<file path="src/rtl/s2p_parity_rx.sv">
// Serial-to-parallel receiver: 8 data bits LSB first plus even parity,
// with stall timeout, parity flag and a one-deep valid/ready output.
module s2p_parity_rx #(
    parameter int TIMEOUT = 16
) (
    input  logic       clk,
    input  logic       reset,
    input  logic       bit_valid,
    input  logic       serial_in,
    output logic [7:0] out_data,
    output logic       out_perr,
    output logic       out_valid,
    input  logic       out_ready,
    output logic       frame_err,
    output logic       overrun
);

    typedef enum logic {
        IDLE  = 1'b0,
        SHIFT = 1'b1
    } state_t;

    localparam logic [7:0] GAP_LAST = 8'(TIMEOUT - 1);

    state_t     state;
    state_t     state_nxt;
    logic [8:0] shift;
    logic [3:0] bit_cnt;
    logic [7:0] gap_cnt;
    logic       done;
    logic       tmo;
    logic       load;
    logic       unused;

    // shift[0] only ever holds a bit that is about to fall off the end
    assign unused = shift[0];

    always_ff @(posedge clk) begin
        if (reset) state <= IDLE;
        else       state <= state_nxt;
    end

    always_comb begin
        state_nxt = state;
        unique case (state)
            IDLE:  if (bit_valid)   state_nxt = SHIFT;
            SHIFT: if (done || tmo) state_nxt = IDLE;
            default:                state_nxt = IDLE;
        endcase
    end

    always_comb begin
        done = 1'b0;
        tmo  = 1'b0;
        if (state == SHIFT) begin
            done = bit_valid && (bit_cnt == 4'd8);
            tmo  = !bit_valid && (gap_cnt == GAP_LAST);
        end
        load = done && (!out_valid || out_ready);
    end

    always_ff @(posedge clk) begin
        if (reset) begin
            shift     <= '0;
            bit_cnt   <= '0;
            gap_cnt   <= '0;
            out_data  <= '0;
            out_perr  <= 1'b0;
            out_valid <= 1'b0;
            frame_err <= 1'b0;
            overrun   <= 1'b0;
        end else begin
            frame_err <= tmo;
            overrun   <= done && !load;

            if (bit_valid)
                shift <= {serial_in, shift[8:1]};
            else if (tmo)
                shift <= '0;

            unique case (state)
                IDLE: begin
                    gap_cnt <= '0;
                    if (bit_valid) bit_cnt <= 4'd1;
                end
                SHIFT: begin
                    if (bit_valid) begin
                        gap_cnt <= '0;
                        bit_cnt <= done ? 4'd0 : bit_cnt + 4'd1;
                    end else if (tmo) begin
                        gap_cnt <= '0;
                        bit_cnt <= '0;
                    end else begin
                        gap_cnt <= gap_cnt + 8'd1;
                    end
                end
                default: begin
                    gap_cnt <= '0;
                    bit_cnt <= '0;
                end
            endcase

            // the 9th bit is still on serial_in, not yet in shift
            if (load) begin
                out_data  <= shift[8:1];
                out_perr  <= ^{serial_in, shift[8:1]};
                out_valid <= 1'b1;
            end else if (out_ready) begin
                out_valid <= 1'b0;
            end
        end
    end

endmodule

</file>
<file path="config.mk">
export PLATFORM = sky130hd
export DESIGN_NAME = s2p_parity_rx
export DESIGN_NICKNAME = d
export VERILOG_FILES = /design/src/rtl/s2p_parity_rx.sv
export SDC_FILE = /design/constraint.sdc
export NUM_CORES = 1
export LEC_CHECK = 0
export ABC_AREA = 1
export CAP_MARGIN = 20
export CORE_MARGIN = 3
export CORE_UTILIZATION = 39
export DETAILED_ROUTE_END_ITERATION = 6
export MAX_ROUTING_LAYER = met4
export SLEW_MARGIN = 25
export SYNTH_ARGS = -nofsm -noshare
export SYNTH_HDL_FRONTEND = slang
export SYNTH_SLANG_ARGS = --single-unit
</file>
<file path="constraint.sdc">
create_clock -name clk -period 1.8 [get_ports clk]
set_input_delay 0.36 -clock clk [delete_from_list [all_inputs] [get_ports clk]]
set_output_delay 0.36 -clock clk [all_outputs]
set_load 0.02 [all_outputs]
</file>
Yosys cells after proc, flatten, opt, wreduce, memory -nomap -nowiden --
Cells that the tools add are included.
Storage, ports and cells: register bits 34, bits of input ports 5, output and inout bits 12, word-level logic and storage cells 46
Cells by class: $add $sub $neg 2, equality and inequality tests 4, multiplexer cells 17, bitwise operators 1, reduce and logical (&&, ||, !) cells 13
Operators with widths (count):
- 9-bit two-way mux | 2
- 4-bit two-way mux | 4
- 8-bit two-way mux | 2
- 8-bit one-hot mux with 2 select lines | 1
- 9-bit XOR reduction | 1
- 8-bit by 1-bit adder with 8-bit output (second input constant) | 1
- 8-bit by 4-bit == test with 1-bit output (second input constant) | 1
- 4-bit one-hot mux with 2 select lines | 1
- 1-bit two-way mux | 6
- 4-bit by 1-bit adder with 4-bit output (second input constant) | 1
- 4-bit == test (second input constant) | 1
- 1-bit logical AND | 4
- 2-bit nonzero test | 2
- 1-bit logical NOT | 3
- 3-bit by 2-bit != test with 1-bit output (second input constant) | 1
- 1-bit logical OR | 2
- 2-bit != test (second input constant) | 1
- 1-bit one-hot mux with 2 select lines | 1
- 2-bit AND reduction | 1
- 1-bit inverter | 1

Depth between registers and ports, before layout --
Gate-level depths: netlist (run 1).
depth in word-level cells 6, gate-level depth with buffers 11

Least setup slack after synthesis (run 1) --
OpenSTA, ideal clock, no wires.
path type reg2reg, start reg bit_cnt[0], end reg out_perr, library setup time 0.114 ns, arrival 1.230 ns, slack 0.457 ns, cell stages (with the launch flop) 11, buffers on the path 1, cells stage by stage dfxtp_1 -> inv_1 -> ha_1 -> nand2_2 -> nor3_2 -> nand2_2 -> clkinv_4 -> buf_12 -> nand2_2 -> nor2_2 -> nor2_2
On the way: longest elaborated chain between the ends 4
Ends and longest elaborated chain:
- start, declared | RTL line 28 | logic [3:0] bit_cnt;
- start signal, assigned | RTL line 89 | bit_cnt <= done ? 4'd0 : bit_cnt + 4'd1;
- 4-bit == test | RTL line 56 | done = bit_valid && (bit_cnt == 4'd8);
- 1-bit logical AND | RTL line 56
- 1-bit two-way mux | RTL line 55 | if (state == SHIFT) begin
- 1-bit logical AND | RTL line 59 | load = done && (!out_valid || out_ready);
- end signal, assigned | RTL line 106 | out_perr <= ^{serial_in, shift[8:1]};
- end, declared | RTL line 11 | output logic out_perr,
Every way passes these cells. A chain may end at the register's enable or synchronous reset.

Final worst setup path (run 1) --
start reg out_perr, end out out_perr
No word-level cell between the ends.

==> results of run 1 <==
[metal layers]
metal | track usage | part of all wire
met1 | 0.194 | 0.51
met2 | 0.200 | 0.44
met3 | 0.0600 | 0.033
met4 | 0.0584 | 0.010
met5 | - | 0
[stage by stage]
step	hold slack (ns)	total power, uW
global route	0.492	1720
floorplan	0.418	813
global placement	0.432	840
CTS	0.455	1670
detailed placement	0.445	841
finish	0.449	1650
[cell families (layout without fill, tap and decap cells)]
kind of cell,count (synthesis),in the layout,share of synthesized area
AO/OA/AOI/OAI,37,37,0.137
XOR/XNOR,4,4,0.0227
adder cells (fa/ha/maj),3,3,0.0243
buffers and inverters,33,55,0.0973
flip-flops,33,33,0.428
AND/OR/NAND/NOR,96,96,0.290
[layout make-up]
type                    instances  area [um2]  area share
multi-input cells             140         732       0.388
flip-flops and latches         33         661       0.350
repair buffers                 21         198       0.105
inverters                      26         103      0.0544
clock buffers                   5        68.8      0.0365
clock inverters                 3        65.1      0.0345
well taps                      48        60.1      0.0318
[state kept, by name, indices dropped and copies added (netlist names)]
register and cells:
bit_cnt 4, frame_err 1, gap_cnt 8, out_data 8
out_perr 1, out_valid 1, overrun 1, shift 8
state 1
[report_power, final]
group	leakage (uW)	switching (uW)	internal [uW]
sequential	0.000267	10.7	737
clock	0.0000681	277	550
combinational	0.000379	44.9	31.7
total	0.000713	333	1320
[synthesized netlist by cell type, types with 3 or more instances]
master	instances	area (um2)
sky130_fd_sc_hd__inv_2	4	15.0
sky130_fd_sc_hd__a21oi_1	22	110
sky130_fd_sc_hd__o21ai_0	7	35.0
sky130_fd_sc_hd__nand3_1	15	75.1
sky130_fd_sc_hd__dfxtp_1	33	661
sky130_fd_sc_hd__inv_1	17	63.8
sky130_fd_sc_hd__xnor2_1	4	35.0
sky130_fd_sc_hd__nor2_2	4	25.0
sky130_fd_sc_hd__ha_1	3	37.5
sky130_fd_sc_hd__nand2_2	5	31.3
sky130_fd_sc_hd__nand2_1	45	169
sky130_fd_sc_hd__buf_2	4	20.0
sky130_fd_sc_hd__nor3_2	3	30.0
sky130_fd_sc_hd__nor2_1	17	63.8
sky130_fd_sc_hd__clkinv_1	4	15.0
[path summary, 6_finish.rpt]
check                           startpoint         end  cells after the start
worst max-delay path              out_perr    out_perr                      1
worst min-delay path            gap_cnt[0]  gap_cnt[0]                      1
worst max register to register  bit_cnt[0]    out_perr                      9
worst min register to register  gap_cnt[0]  gap_cnt[0]                      1
==> impl_summary.log, run 1 <==
INFO  metric outcome = complete, no violations
INFO  metric worst_slack = 0.188 ns
INFO  metric worst-endpoint-arrival = approximately 1.3 ns
INFO  metric cts.repair.resized = 0
INFO  metric die_area = 0.00475 mm2
INFO  metric ff2ff_setup_slack = 0.38 ns
INFO  metric routed_via_density = 4.65
INFO  metric groute.usage.overall = 0.148
INFO  metric routedWlPerCell = 10.8 um
INFO  metric final_setup_viols = 0
INFO  metric drive_above_1_share = 0.158
INFO  metric postCtsSetupBuffers = 0
INFO  metric grt_start_max_net_pins = 18
INFO  metric final_cells = 276
INFO  metric start_util = 0.412
INFO  metric critical_path.endpoint_type = output pin
INFO  metric h_tree_lvls = 2
INFO  metric max-cap-violations = 0
INFO  metric clock_sink_count = 33
INFO  metric grt.overflow.total = 0
INFO  metric p_leak = 0.000713 uW
INFO  metric synth_seq_cells = 33
INFO  metric most-common-layout-cells = sky130_fd_sc_hd__nand2_1, sky130_fd_sc_hd__dfxtp_1, sky130_fd_sc_hd__a21oi_1, sky130_fd_sc_hd__inv_1, sky130_fd_sc_hd__nor2_1
INFO  metric slew_violations = 0
INFO  metric dr.pass1.iters = 4
INFO  metric dp_hpwl = about 2000 um
INFO  metric powerDensity = 875 mW/mm2
INFO  metric synth_cells = just over 200
INFO  metric grt_pass1_wl = between 4000 and 5000 um
INFO  metric via_count_of_the_first_global_routing_pass = 1113
INFO  metric vias = 1283
INFO  metric mostFrequentLayoutCell = sky130_fd_sc_hd__nand2_1
INFO  metric max_clock_freq = 0.620 GHz
INFO  metric nets = 235
INFO  metric path_cells = clkdlybuf4s50_1
INFO  metric drt_drc_violations_left = 0
INFO  metric area_growth_syn_to_layout = 22.3%
INFO  metric antenna_found_initial = 0
INFO  metric postSynthAreaPerCell = about 7.5 um2
INFO  metric fin_crit = 1.61 ns
INFO  metric timing.max_slew.rel_slack = 0.804
INFO  metric number_of_enable_flip_flop_cells_after_synthesis = 0
INFO  metric timing.hold.worst.class = reg2reg
INFO  metric design.portCount = 17
INFO  metric clkSlewWorstSetupHoldPaths = 0.07 ns
INFO  metric setup.worst_path.start_class = flip-flop
INFO  metric worst_slew_pin_slew = 0.294 ns
INFO  metric cts_hold_buf = 0
INFO  metric syn-cell-area = 0.00154 mm2
INFO  metric irDropWorstVdd = 0.542 mV
INFO  metric fin_crit_sh = 0.896
INFO  metric core_region_area = 0.00374 mm2
INFO  metric cts_made_buffers = 5
INFO  metric dpl_cell_area = 0.00175 mm2
INFO  metric fillCellCount = 391
INFO  metric worst_skew_pair.late_latency = 0.28 ns
INFO  metric timing.critical_path.slowest_cell_delay = between 0.6 and 0.7 ns
INFO  metric synth.net_count = 214
INFO  metric critical-path-top-delay-family = buffers and inverters
INFO  metric dr.first_iter.drc_count = 107
INFO  metric fp.dieW = 68.9 um
INFO  metric ant_nets = 0
INFO  metric fin_skew = a little over 0.004 ns
INFO  metric hold_viol_final = 0
INFO  metric ys.flop_type = sky130_fd_sc_hd__dfxtp_1
INFO  metric seq_area_frac_synth = 0.428
INFO  metric timing.critical_path.buf_inv = 1
INFO  metric port_buffers = 16
INFO  metric synth-async-reset-ratio = 0
INFO  metric slowest_stage = sky130_fd_sc_hd__clkdlybuf4s50_1
INFO  metric chipHeight = 68.9 um
INFO  metric synth_cell_type_count = 32
INFO  metric setup-tns-final = 0 ns
INFO  metric core.rowCount = 22
INFO  metric required = 1.44 ns
INFO  metric fin_area = about 0.0019 mm2
INFO  metric crit_type = reg2out
INFO  metric totalWireLength = ~3000 um
INFO  metric place.gp.congestion = 0.803
INFO  metric biggest_fanout_along_the_worst_timing_path = 2
INFO  metric ctsLongestPathBuffers = 2
INFO  metric yosys_warnings = 0
INFO  metric cts_tree = yes
INFO  metric clockRootBuffer = sky130_fd_sc_hd__clkbuf_8
INFO  metric num_antenna_cells = 0
INFO  metric rsz_0062_raised_after_global_routing = no
INFO  metric numPlacedInstances = 268
INFO  metric preCtsSetupSlack = between 0.09 and 0.1 ns
INFO  metric finish.utilization = 0.504
Power figures use the tool's default switching activity.
==> run 2, diff against run 1 <==
Settings changed: SLEW_MARGIN 25 to 20.
==> results of run 2 <==
Final layout, timing and power as in run 1 (identical DEF).
==> run 3, diff against run 2 <==
Settings changed: CORE_ASPECT_RATIO from default to 0.5, CORE_MARGIN 3 to default.
==> run 3 against run 2 <==
  * Worst setup slack better by 0.0066 ns
  * Die area down 11%
  * Register-to-register slack worse by 0.06 ns
  * Power down 18%
  * Final cell count up 1.1%
  * Utilization up 0.64 points
  * Sequential share of layout area up 0.91 points
  * Non-clock buffer count unchanged
  * Via count about the same
==> impl_summary.log, run 3 (synthesis gave the netlist of run 1 again) <==
INFO  metric outcome = complete, no violations (unchanged)
INFO  metric setup.worst_path.start_class = flip-flop (unchanged)
INFO  metric dr.pass1.iters = 4 (unchanged)
INFO  metric ant_nets = 0 (unchanged)
INFO  metric worst-endpoint-arrival = 1.25 ns (about the same)
INFO  metric clkSlewWorstSetupHoldPaths = 0.07 ns (about the same)
INFO  metric crit_type = reg2out (unchanged)
INFO  metric mostFrequentLayoutCell = sky130_fd_sc_hd__nand2_1 (unchanged)
INFO  metric worst_slack = 0.194 ns (was 0.188 ns)
INFO  metric dr.first_iter.drc_count = 58 (was 107)
INFO  metric setup-tns-final = 0 ns (unchanged)
INFO  metric cell_count_of_the_worst_reg_to_reg_path = 7 (was 9)
INFO  metric nets = 235 (unchanged)
INFO  metric biggest_fanout_along_the_worst_timing_path = 2 (unchanged)
INFO  metric timing.critical_path.buf_inv = 1 (unchanged)
INFO  metric port_buffers = 16 (unchanged)
INFO  metric ctsLongestPathBuffers = 2 (unchanged)
INFO  metric max-cap-violations = 0 (unchanged)
INFO  metric worst_slew_pin_slew = 0.287 ns (was 0.294 ns)
INFO  metric routedWlPerCell = 10.2 um (was 10.8 um)
INFO  metric fin_skew = 0.0103 ns (was 0.00415 ns)
INFO  metric most-common-layout-cells = sky130_fd_sc_hd__nand2_1, sky130_fd_sc_hd__dfxtp_1, sky130_fd_sc_hd__a21oi_1, sky130_fd_sc_hd__inv_1, sky130_fd_sc_hd__nor2_1 (unchanged)
INFO  metric fin_crit = 1.61 ns (about the same)
INFO  metric fp.dieW = 90.9 um (was 68.9 um)
INFO  metric hold_viol_final = 0 (unchanged)
INFO  metric timing.hold.worst.class = reg2reg (unchanged)
INFO  metric chipHeight = 46.5 um (was 68.9 um)
INFO  metric crit_start = out_perr (unchanged)
INFO  metric powerDensity = 739 mW/mm2 (was 875 mW/mm2)
INFO  metric finish.utilization = 0.510 (was 0.504)
INFO  metric cts_made_buffers = 5 (unchanged)
INFO  metric clockRootBuffer = sky130_fd_sc_hd__clkbuf_8 (unchanged)
INFO  metric timing.hold.ws = 0.449 ns (about the same)
INFO  metric groute.usage.overall = 0.159 (was 0.148)
INFO  metric drt_drc_violations_left = 0 (unchanged)
INFO  metric num_antenna_cells = 0 (unchanged)
INFO  metric critical_path_cell_count = 1 (unchanged)
INFO  metric core_region_area = 0.00360 mm2 (was 0.00374 mm2)
INFO  metric design.portCount = 17 (unchanged)
INFO  metric postCtsSetupBuffers = 0 (unchanged)
INFO  metric place.gp.congestion = 0.806 (was 0.803)
INFO  metric timing.critical_path.slowest_cell_delay = 0.61 ns (about the same)
INFO  metric start_util = 0.428 (was 0.412)
INFO  metric setup.worst_path.end = out_perr (unchanged)
INFO  metric die_area = 0.00423 mm2 (was 0.00475 mm2)
INFO  metric ff2ff_setup_slack = 0.32 ns (was 0.38 ns)
INFO  metric antenna_found_initial = 0 (unchanged)
INFO  metric critical_path.reg2reg.startpoint = gap_cnt[0] (was bit_cnt[0])
INFO  metric via_count_of_the_first_global_routing_pass = 1108 (was 1113)
INFO  metric totalWireLength = 2840 um (was 2990 um)
INFO  metric cts_tree = yes (unchanged)
INFO  metric clock_sink_count = 33 (unchanged)
INFO  metric worst_skew_pair.late_latency = 0.29 ns (was 0.28 ns)
INFO  metric critical-path-top-delay-family = buffers and inverters (unchanged)
INFO  metric dp_hpwl = 2040 um (was 2020 um)
INFO  metric final_setup_viols = 0 (unchanged)
INFO  metric fin_crit_sh = 0.892 (was 0.896)
INFO  metric h_tree_lvls = 2 (unchanged)
INFO  metric grt_pass1_wl = 4880 um (was 4970 um)
INFO  metric core.rowCount = 15 (was 22)
INFO  metric timing.max_slew.rel_slack = 0.808 (was 0.804)
INFO  metric area_growth_syn_to_layout = 19.2% (was 22.3%)
INFO  metric grt.overflow.total = 0 (unchanged)
INFO  metric drive_above_1_share = 0.154 (was 0.158)
INFO  metric path_cells = clkdlybuf4s50_1 (unchanged)
INFO  metric slew_violations = 0 (unchanged)
INFO  metric cts_hold_buf = 0 (unchanged)
INFO  metric routed_via_density = 4.60 (was 4.65)
INFO  metric p_leak = 0.000690 uW (was 0.000713 uW)
INFO  metric slowest_stage = sky130_fd_sc_hd__clkdlybuf4s50_1 (unchanged)
INFO  metric critical_path.endpoint_type = output pin (unchanged)
INFO  metric cts.repair.resized = 0 (unchanged)
INFO  metric grt_start_max_net_pins = 18 (unchanged)
INFO  metric max_clock_freq = 0.623 GHz (was 0.620 GHz)
INFO  metric required = 1.44 ns (about the same)
INFO  metric preCtsSetupSlack = 0.0791 ns (was 0.0949 ns)
INFO  metric vias = 1284 (was 1283)
INFO  metric layout_top_registers = gap_cnt (8), out_data (8), shift (8) (unchanged)
INFO  metric rsz_0062_raised_after_global_routing = no (unchanged)
INFO  metric irDropWorstVdd = 0.325 mV (was 0.542 mV)
INFO  metric r2r-end = shift[1] (was out_perr)
INFO  metric power.total = 1360 uW (was 1650 uW)
-- run 3: cell count changes in the layout (fill, tap and decap cells not counted), sizes merged --
cell    delta
bufinv     -2
clkbuf     +1
clkinv     +1
-- run 3: metrics by stage --
step	area (um2)	cells
2_1_floorplan	1540	206
3_3_place_gp	1760	271
3_5_place_dp	1760	271
4_1_cts	1840	279
5_1_grt	1840	279
6_report	1840	279
-- run 3: per-layer routing --
metal / global-route usage / part of all wire
met5: - / 0
met4: 0.0667 / 0.013
met3: 0.0545 / 0.038
met2: 0.242 / 0.44
met1: 0.195 / 0.51
-- run 3: layout make-up --
type | count | area, um2
Inverter | 26 | 103
Clock buffer | 6 | 72.6
Timing Repair Buffer | 21 | 198
Multi-Input combinational cell | 140 | 732
Sequential cell | 33 | 661
Fill cell | 368 | 1760
Tap cell | 51 | 63.8
Clock inverter | 2 | 10.0
-- run 3: how the worst min path moves through the flow --
stage                    start  slack, ns    endpoint  cells past startpoint
finish              gap_cnt[0]       0.45  gap_cnt[0]                      1
global route        gap_cnt[0]       0.47  gap_cnt[0]                      1
CTS                 gap_cnt[0]       0.45  gap_cnt[0]                      1
detailed placement  gap_cnt[0]       0.44  gap_cnt[0]                      1
global placement    gap_cnt[0]       0.43  gap_cnt[0]                      1
floorplan           gap_cnt[0]       0.42  gap_cnt[0]                      1
-- run 3: power breakdown --
part | leakage [uW] | total, uW | internal [uW] | switching [uW]
Sequential | 0.000267 | 748 | 737 | 10.3
Combinational | 0.000379 | 75.6 | 31.6 | 44.0
Clock | 0.0000450 | 536 | 268 | 268
Total | 0.000690 | 1360 | 1040 | 322
